### src/rtl/merlin_ibus_sram_rsp_pkg.sv
// Shared types and helpers for the instruction-bus SRAM responder.
package merlin_ibus_sram_rsp_pkg;

  localparam int unsigned XLEN = 32;

  // Hart privilege level encodings
  localparam logic [1:0] HPL_USER       = 2'b00;
  localparam logic [1:0] HPL_SUPERVISOR = 2'b01;
  localparam logic [1:0] HPL_MACHINE    = 2'b11;

  typedef struct packed {
    logic            err;
    logic [XLEN-1:0] data;
  } rsp_t;

  localparam int unsigned RSP_W = $bits(rsp_t);

  // Bit h set when privilege level h may fetch; turns the HPL check into a lookup.
  function automatic logic [3:0] hpl_allow_mask(input logic [1:0] min_hpl);
    logic [3:0] m;
    m = '0;
    for (int unsigned h = 0; h < 4; h++) begin
      m[h] = (2'(h) >= min_hpl);
    end
    return m;
  endfunction

endpackage

### src/rtl/merlin_ibus_sram_rsp_fifo.sv
// First-word fall-through FIFO; caller guarantees no write when full.
module merlin_fifo #(
  parameter int unsigned C_FIFO_WIDTH   = 33,
  parameter int unsigned C_FIFO_DEPTH_X = 2
) (
  input  logic                    clk_i,
  input  logic                    reset_i,
  input  logic                    clk_en_i,
  input  logic                    flush_i,
  input  logic                    wr_i,
  input  logic [C_FIFO_WIDTH-1:0] wdata_i,
  input  logic                    rd_i,
  output logic [C_FIFO_WIDTH-1:0] rdata_o,
  output logic                    empty_o
);

  localparam int unsigned DEPTH = 2 ** C_FIFO_DEPTH_X;
  localparam int unsigned PTR_W = C_FIFO_DEPTH_X + 1;

  logic [C_FIFO_WIDTH-1:0] mem_q [DEPTH];
  logic [PTR_W-1:0]        wr_ptr_q, wr_ptr_d;
  logic [PTR_W-1:0]        rd_ptr_q, rd_ptr_d;
  logic                    do_rd;

  assign empty_o = (wr_ptr_q == rd_ptr_q);
  assign do_rd   = rd_i & ~empty_o;
  assign rdata_o = mem_q[rd_ptr_q[C_FIFO_DEPTH_X-1:0]];

  always_comb begin
    wr_ptr_d = wr_ptr_q + PTR_W'(wr_i);
    rd_ptr_d = rd_ptr_q + PTR_W'(do_rd);
  end

  always_ff @(posedge clk_i) begin
    if (reset_i | flush_i) begin
      wr_ptr_q <= '0;
      rd_ptr_q <= '0;
    end else if (clk_en_i) begin
      wr_ptr_q <= wr_ptr_d;
      rd_ptr_q <= rd_ptr_d;
    end
  end

  // Storage needs no reset; pointers define validity.
  always_ff @(posedge clk_i) begin
    if (clk_en_i & wr_i) begin
      mem_q[wr_ptr_q[C_FIFO_DEPTH_X-1:0]] <= wdata_i;
    end
  end

endmodule

### src/rtl/merlin_ibus_sram_rsp.sv
// Instruction-bus responder: decodes PFU fetches, reads a fixed-latency SRAM,
// and returns in-order responses through a credit-protected FIFO.
module merlin_ibus_sram_rsp
  import merlin_ibus_sram_rsp_pkg::*;
#(
  parameter int unsigned C_MEM_DEPTH_X      = 10,
  parameter logic [31:0] C_BASE_ADDR        = 32'h0,
  parameter int unsigned C_RD_LATENCY       = 1,
  parameter int unsigned C_RSP_FIFO_DEPTH_X = 2,
  parameter logic [1:0]  C_MIN_HPL          = HPL_USER
) (
  input  logic                     clk_i,
  input  logic                     reset_i,
  input  logic                     clk_en_i,
  output logic                     ireqready_o,
  input  logic                     ireqvalid_i,
  input  logic [1:0]               ireqhpl_i,
  input  logic [31:0]              ireqaddr_i,
  input  logic                     irspready_i,
  output logic                     irspvalid_o,
  output logic                     irsprerr_o,
  output logic [31:0]              irspdata_o,
  output logic                     mem_en_o,
  output logic [C_MEM_DEPTH_X-1:0] mem_addr_o,
  input  logic [31:0]              mem_rdata_i
);

  localparam int unsigned    CNT_W   = C_RSP_FIFO_DEPTH_X + 1;
  localparam logic [CNT_W-1:0] CREDITS = CNT_W'(1) << C_RSP_FIFO_DEPTH_X;
  localparam logic [3:0]     HPL_OK  = hpl_allow_mask(C_MIN_HPL);

  if ((C_RD_LATENCY < 1) || (C_RD_LATENCY > 3) ||
      ((2 ** C_RSP_FIFO_DEPTH_X) < (C_RD_LATENCY + 1))) begin : g_param_err
    $error("merlin_ibus_sram_rsp: illegal C_RD_LATENCY or response FIFO too shallow");
  end

  logic [CNT_W-1:0]        outstanding_q, outstanding_d;
  logic [C_RD_LATENCY-1:0] pipe_vld_q, pipe_vld_d;
  logic [C_RD_LATENCY-1:0] pipe_err_q, pipe_err_d;
  logic                    accept, pop, err, in_range, rsp_show, fifo_empty;
  logic [31:0]             off;
  rsp_t                    fifo_wdata, fifo_rdata;
  logic                    unused_off_lsb;

  // Request side: credits bound the number of fetches the FIFO may have to hold.
  assign ireqready_o = clk_en_i & ~reset_i & (outstanding_q < CREDITS);
  assign accept      = ireqvalid_i & ireqready_o;

  assign off            = ireqaddr_i - C_BASE_ADDR;
  assign in_range       = ((off[31:2] >> C_MEM_DEPTH_X) == '0);
  assign err            = ~in_range | ~HPL_OK[ireqhpl_i];
  assign mem_en_o       = accept & ~err;
  assign mem_addr_o     = off[C_MEM_DEPTH_X+1:2];
  assign unused_off_lsb = ^off[1:0];

  // Response side: head of the FIFO, zeroed when nothing is presented.
  assign rsp_show    = ~fifo_empty & ~reset_i;
  assign irspvalid_o = clk_en_i & rsp_show;
  assign irsprerr_o  = rsp_show & fifo_rdata.err;
  assign irspdata_o  = rsp_show ? fifo_rdata.data : '0;
  assign pop         = irspvalid_o & irspready_i;

  assign fifo_wdata.err  = pipe_err_q[C_RD_LATENCY-1];
  assign fifo_wdata.data = pipe_err_q[C_RD_LATENCY-1] ? '0 : mem_rdata_i;

  always_comb begin
    outstanding_d = outstanding_q;
    case ({accept, pop})
      2'b10:   outstanding_d = outstanding_q + CNT_W'(1);
      2'b01:   outstanding_d = outstanding_q - CNT_W'(1);
      default: outstanding_d = outstanding_q;
    endcase
    // Stage 0 tracks the SRAM cycle just launched; the last stage meets its data.
    pipe_vld_d    = pipe_vld_q << 1;
    pipe_err_d    = pipe_err_q << 1;
    pipe_vld_d[0] = accept;
    pipe_err_d[0] = accept & err;
  end

  always_ff @(posedge clk_i) begin
    if (reset_i) begin
      outstanding_q <= '0;
      pipe_vld_q    <= '0;
      pipe_err_q    <= '0;
    end else if (clk_en_i) begin
      outstanding_q <= outstanding_d;
      pipe_vld_q    <= pipe_vld_d;
      pipe_err_q    <= pipe_err_d;
    end
  end

  merlin_fifo #(
    .C_FIFO_WIDTH  (RSP_W),
    .C_FIFO_DEPTH_X(C_RSP_FIFO_DEPTH_X)
  ) u_rsp_fifo (
    .clk_i   (clk_i),
    .reset_i (reset_i),
    .clk_en_i(clk_en_i),
    .flush_i (reset_i),
    .wr_i    (pipe_vld_q[C_RD_LATENCY-1]),
    .wdata_i (fifo_wdata),
    .rd_i    (pop),
    .rdata_o (fifo_rdata),
    .empty_o (fifo_empty)
  );

endmodule
### config.mk
export PLATFORM = sky130hd
export DESIGN_NAME = merlin_ibus_sram_rsp
export DESIGN_NICKNAME = d
export VERILOG_FILES = /design/src/rtl/merlin_ibus_sram_rsp_pkg.sv /design/src/rtl/merlin_ibus_sram_rsp_fifo.sv /design/src/rtl/merlin_ibus_sram_rsp.sv
export SDC_FILE = /design/constraint.sdc
export NUM_CORES = 1
export LEC_CHECK = 0
export ABC_AREA = 1
export CAP_MARGIN = 20
export CELL_PAD_IN_SITES_DETAIL_PLACEMENT = 2
export CELL_PAD_IN_SITES_GLOBAL_PLACEMENT = 2
export CORE_MARGIN = 2
export CORE_UTILIZATION = 36
export DETAILED_ROUTE_END_ITERATION = 10
export GPL_ROUTABILITY_DRIVEN = 0
export HOLD_SLACK_MARGIN = 0.12
export PLACE_DENSITY = 0.94
export SETUP_SLACK_MARGIN = 0.5
export SYNTH_ARGS = -nofsm -noshare
export SYNTH_HDL_FRONTEND = slang
export SYNTH_SLANG_ARGS = --single-unit
### constraint.sdc
create_clock -name clk_i -period 12.1 [get_ports clk_i]
set_clock_uncertainty 0.2 [all_clocks]
set_input_delay 2.42 -clock clk_i [delete_from_list [all_inputs] [get_ports clk_i]]
set_output_delay 2.42 -clock clk_i [all_outputs]
set_load 0.01 [all_outputs]
==> impl_metrics.env, run 1 <==
export IMPL_grt_antenna_before_repair=0
export IMPL_final_layout_size_suffix_gt1_share_pct=7.42
export IMPL_final_cell_mix="186 x nor2_1, 132 x edfxtp_1, 92 x clkdlybuf4s50_1"
export IMPL_vias_per_cell=5.15
export IMPL_grt_total_usage_pct=22.5
export IMPL_placed_cells=847
export IMPL_setup_worst_path_end_class="output port"
export IMPL_post_dp_hpwl_um=12000
export IMPL_cts_setup_buffers=0
export IMPL_period_share_pct=62.2
export IMPL_synth_top_family_by_area="simple AND/OR/NAND/NOR gates"
export IMPL_crit_start="reset_i"
export IMPL_synth_compound_area_share_pct=9.26
export IMPL_cts_buffer_depth=2
export IMPL_r2r_start="u_rsp_fifo.wr_ptr_q[0]"
export IMPL_min_delay_start="outstanding_q[1]"
export IMPL_cts_hold_buf=0
export IMPL_fmax_ghz=0.133
export IMPL_crit_arrival_ns=4.91
export IMPL_critPathMaxFanout=36
export IMPL_critPathMaxStageDelay_ns=0.82
export IMPL_fill_cells=1652
export IMPL_worstPathRequired_ns=9.48
export IMPL_cts_root_buf="clkbuf_16"
export IMPL_numClockSinks=145
export IMPL_dr_pass1_iters=4
export IMPL_fin_ws_ns=4.57
export IMPL_portBuffers=92
export IMPL_n_antenna_cell=0
export IMPL_nets=724
export IMPL_synth_seq_cells=145
export IMPL_num_vias=4531
export IMPL_maxCapViolCount=0
export IMPL_syn_area_per_cell_um2=10.9
export IMPL_crit_path_cell_trace="clkdlybuf4s50_1, clkinv_1, nand2_2, a21oi_1, clkdlybuf4s50_1"
export IMPL_postLayoutCellArea_um2=7780
export IMPL_finalNonFillerCells=880
export IMPL_p_per_area_nw_per_um2=153
export IMPL_total_power_mw=1.19
export IMPL_fin_hold_ws_ns=0.347
export IMPL_synth_simple_area_share_pct=13.6
export IMPL_area_delta_synth_final_pct=26.4
export IMPL_drv_slew=0
export IMPL_avgRoutedWirePerCell_um=22.1
export IMPL_h_tree_depth=4
export IMPL_regArea_um2=4230
export IMPL_synth_nets=644
export IMPL_grt_pass1_vias=5202
export IMPL_cts_resized_gates=0
export IMPL_tritoncts="built"
export IMPL_globalRouteOverflowTotal=0
export IMPL_period_minus_slack_ns=7.53
export IMPL_final_util_pct=46.8
export IMPL_cp_common_cell="clkdlybuf4s50_1"
export IMPL_multi_input_area_um2=1540
export IMPL_wirelength_um=19400
export IMPL_slew_limit_headroom_pct=29.8
export IMPL_dieArea_um2=18200
export IMPL_leakage_nw=2.78
export IMPL_rows=47
export IMPL_hold_viol=0
export IMPL_core_region_area_um2=16600
export IMPL_cts_buffers=17
export IMPL_dieWidth_um=135
export IMPL_initial_core_util_pct=37.0
export IMPL_startpoint_type="input port"
export IMPL_synth_fa_ha_area_share_pct=1.34
export IMPL_ir_drop_uv=96.6
export IMPL_cpMaxStageDelayCell="nand2_2"
export IMPL_tns_ns=0
export IMPL_drt_first_iter_violations=261
export IMPL_synthDistinctLibCells=24
export IMPL_synthXorXnorAreaFrac_pct=0.427
export IMPL_grt_setup_unrepaired="false"
export IMPL_grt_first_pass_wirelength_um=30000
export IMPL_yosysWarningCount=0
export IMPL_ys_seq_area_share_pct=68.6
export IMPL_synthMuxAreaShare_pct=0
export IMPL_drc=0
export IMPL_post_place_ws_ns=4.62
export IMPL_drtAntennaViolNets=0
export IMPL_final_common_cell="nor2_1"
export IMPL_worst_pin_slew_ns=1.05
export IMPL_die_y_um=135
export IMPL_report_final_setup_viol=0
export IMPL_hold_class="reg2reg"
export IMPL_syn_area_um2=6160
export IMPL_syn_inst=567
export IMPL_outcome="completed"
export IMPL_placed_area_um2=7190
export IMPL_grt_max_degree=67
export IMPL_io_pins=117
export IMPL_worstSkewPairLatency_ns=0.43
export IMPL_path_class="in2out"
export IMPL_clk_pin_slew_worst_paths_ns=0.06
==> critical path, delay by kind of cell <==
family | cells | cell delay, ns
buffers and inverters | 3 | 1.44
and+or+nand+nor | 1 | 0.82
AOI/OAI and AO/OA | 1 | 0.22
==> metal layers <==
metal	wire (µm)	GRT usage [%]
met5	0	0
met4	446	7.19
met3	729	4.80
met2	10600	43.0
met1	7660	24.6
==> flip-flops by register name, summed over array words and instances, names as in the netlist, named ones only <==
signal	cells
u_rsp_fifo.mem_q	132
outstanding_q	3
u_rsp_fifo.rd_ptr_q	3
u_rsp_fifo.wr_ptr_q	3
pipe_err_q	1
pipe_vld_q	1
==> synth_stat cells <==
| cell | number | share of area, % |
|---|---|---|
| o21ai_0 | 32 | 2.6 |
| buf_2 | 9 | 0.73 |
| clkbuf_2 | 4 | 0.33 |
| inv_1 | 41 | 2.5 |
| edfxtp_1 | 132 | 64 |
| fa_1 | 1 | 0.33 |
| nand3_1 | 5 | 0.41 |
| inv_2 | 2 | 0.12 |
| nand2_1 | 15 | 0.91 |
| nor3_2 | 1 | 0.16 |
| buf_6 | 4 | 0.73 |
| nor2_1 | 186 | 11 |
| dfxtp_1 | 13 | 4.2 |
| xnor2_1 | 3 | 0.43 |
| o21ai_1 | 40 | 3.3 |
| clkbuf_1 | 8 | 0.49 |
| nor3b_1 | 2 | 0.24 |
| a21oi_1 | 42 | 3.4 |
| clkinv_1 | 1 | 0.061 |
| nand2_2 | 1 | 0.10 |
| ha_1 | 5 | 1.0 |
| nor3_1 | 4 | 0.33 |
| buf_4 | 15 | 1.8 |
| and2_0 | 1 | 0.10 |
==> power by group <==
part           leakage (nW)  switching (mW)  total [mW]  internal, mW
registers              1.29         0.00737       0.560         0.553
clock network         0.267           0.211       0.515         0.304
logic                  1.22          0.0668       0.117        0.0505
total                  2.78           0.285        1.19         0.908
==> path summary, 6_finish.rpt <==
kind                           end  slack, ns  depth (start not counted)
setup / recovery    irspdata_o[29]       4.57                          5
hold / removal    outstanding_q[1]       0.35                          2
setup reg to reg  outstanding_q[2]       8.82                         12
hold reg to reg   outstanding_q[1]       0.35                          2
==> final cells by class <==
class	count	area share (%)
Sequential cell	145	54.3
Multi-Input combinational cell	338	19.7
Timing Repair Buffer	101	13.0
Clock buffer	20	5.61
Tap cell	220	3.54
Inverter	44	2.12
Clock inverter	12	1.74
==> logic make-up (layout without fill, tap and decap cells) <==
family | after synthesis | count (layout)
DFF | 145 | 145
AOI/OAI and AO/OA | 114 | 114
and+or+nand+nor | 215 | 215
xor gates and xnor gates | 3 | 3
buffers and inverters | 84 | 177
adders and majority gates | 6 | 6
(Power assumes the default switching activity.)
==> run 2, diff against run 1 <==
Settings changed: CORE_UTILIZATION 36 to 30, PLACE_DENSITY 0.94 to 0.85.
Clock period 12.1 ns to 6.1 ns, I/O delays scaled along.
==> run 2 against run 1 <==
  * Sequential cell count stayed put
  * Final area is 0.95% higher
  * Register-to-register slack worse by 5.9 ns
==> impl_metrics.env, run 2 (synthesis results as in run 1) <==
export IMPL_outcome="completed"
export IMPL_die_y_um=147
export IMPL_critPathMaxFanout=36
export IMPL_h_tree_depth=4
export IMPL_grt_total_usage_pct=16.3
export IMPL_setup_worst_path_end_class="output port"
export IMPL_multi_input_area_um2=1540
export IMPL_drc=0
export IMPL_dieWidth_um=147
export IMPL_maxCapViolCount=0
export IMPL_cts_buffer_depth=2
export IMPL_wirelength_um=16900
export IMPL_p_per_area_nw_per_um2=296
export IMPL_area_delta_synth_final_pct=27.6
export IMPL_final_layout_size_suffix_gt1_share_pct=7.59
export IMPL_rows=52
export IMPL_grt_setup_unrepaired="false"
export IMPL_final_cell_mix="186 x nor2_1, 132 x edfxtp_1, 92 x clkdlybuf4s50_1"
export IMPL_worst_pin_slew_ns=1.12
export IMPL_avgRoutedWirePerCell_um=18.2
export IMPL_initial_core_util_pct=30.5
export IMPL_fmax_ghz=0.197
export IMPL_n_antenna_cell=0
export IMPL_core_region_area_um2=20200
export IMPL_cts_resized_gates=0
export IMPL_num_vias=4383
export IMPL_globalRouteOverflowTotal=0
export IMPL_startpoint_type="input port"
export IMPL_worstSkewPairLatency_ns=0.42
export IMPL_drtAntennaViolNets=0
export IMPL_crit_arrival_ns=3.66
export IMPL_io_pins=117
export IMPL_cts_buffers=17
export IMPL_worstPathRequired_ns=4.68
export IMPL_tns_ns=0
export IMPL_tritoncts="built"
export IMPL_regArea_um2=4230
export IMPL_dr_pass1_iters=4
export IMPL_clk_pin_slew_worst_paths_ns=0.06
export IMPL_vias_per_cell=4.72
export IMPL_reg2reg_depth=11
export IMPL_dieArea_um2=21700
export IMPL_post_dp_hpwl_um=10500
export IMPL_numClockSinks=145
export IMPL_largest_reg_flops=132
export IMPL_drt_first_iter_violations=230
export IMPL_holdPathStages=2
export IMPL_cts_hold_buf=0
export IMPL_period_minus_slack_ns=5.08
export IMPL_hold_viol=0
export IMPL_grt_max_degree=68
export IMPL_cts_root_buf="clkbuf_16"
export IMPL_ir_drop_uv=191
export IMPL_leakage_nw=2.78
export IMPL_total_power_mw=2.33
export IMPL_finalNonFillerCells=929
export IMPL_report_final_setup_viol=0
export IMPL_fill_cells=2121
export IMPL_grt_antenna_before_repair=0
export IMPL_path_class="in2out"
export IMPL_hold_class="reg2reg"
export IMPL_portBuffers=92
export IMPL_nets=723
export IMPL_drv_slew=0
export IMPL_final_common_cell="nor2_1"
export IMPL_fin_ws_ns=1.02
export IMPL_cts_setup_buffers=0
export IMPL_post_place_ws_ns=0.988
export IMPL_period_share_pct=83.3
export IMPL_placed_cells=896
export IMPL_grt_pass1_vias=5055
export IMPL_grt_first_pass_wirelength_um=26800
export IMPL_slew_limit_headroom_pct=25.2
run 2: per-stage QoR:
stage | util (%) | area (µm²) | hold slack, ns
6_report | 39.0 | 7860 | 0.308
3_3_place_gp | 36.0 | 7260 | 0.277
4_1_cts | 38.9 | 7840 | 0.315
5_1_grt | 39.0 | 7860 | 0.340
2_1_floorplan | - | 6160 | 0.256
3_5_place_dp | 36.0 | 7270 | 0.305
run 2: layout make-up:
type | instances | area share (%)
well taps | 270 | 4.30
inverters | 44 | 2.10
repair buffers | 100 | 13.0
clock buffers | 18 | 5.46
flip-flops and latches | 145 | 53.8
multi-input cells | 338 | 19.6
clock inverters | 14 | 1.78
run 2: routing by layer:
layer  GRT usage, %  routed length, µm  up-vias
li1               -                  -     2062
met3           3.91                707       25
met2           30.2               8960       95
met5              0                  0        -
met4           5.19                263        0
met1           18.5               6990     2201
run 2: final timing paths:
check                                       startpoint               end  slack [ns]
worst max register to register  u_rsp_fifo.wr_ptr_q[1]  outstanding_q[2]        2.97
worst min register to register              pipe_vld_q        pipe_vld_q        0.31
worst min-delay path                        pipe_vld_q        pipe_vld_q        0.31
worst max-delay path                           reset_i    irspdata_o[21]        1.02
run 2: power breakdown:
group / leakage [nW] / switching, mW / total, mW / internal (mW)
clock network: 0.268 / 0.398 / 0.995 / 0.598
registers: 1.29 / 0.0138 / 1.11 / 1.10
logic: 1.22 / 0.124 / 0.224 / 0.0994
run 2: critical path: stages:
cell	delay, ns
clkdlybuf4s50_1	0.56
clkinv_1	0.31
nand2_2	0.80
a21oi_1	0.21
clkdlybuf4s50_1	0.55
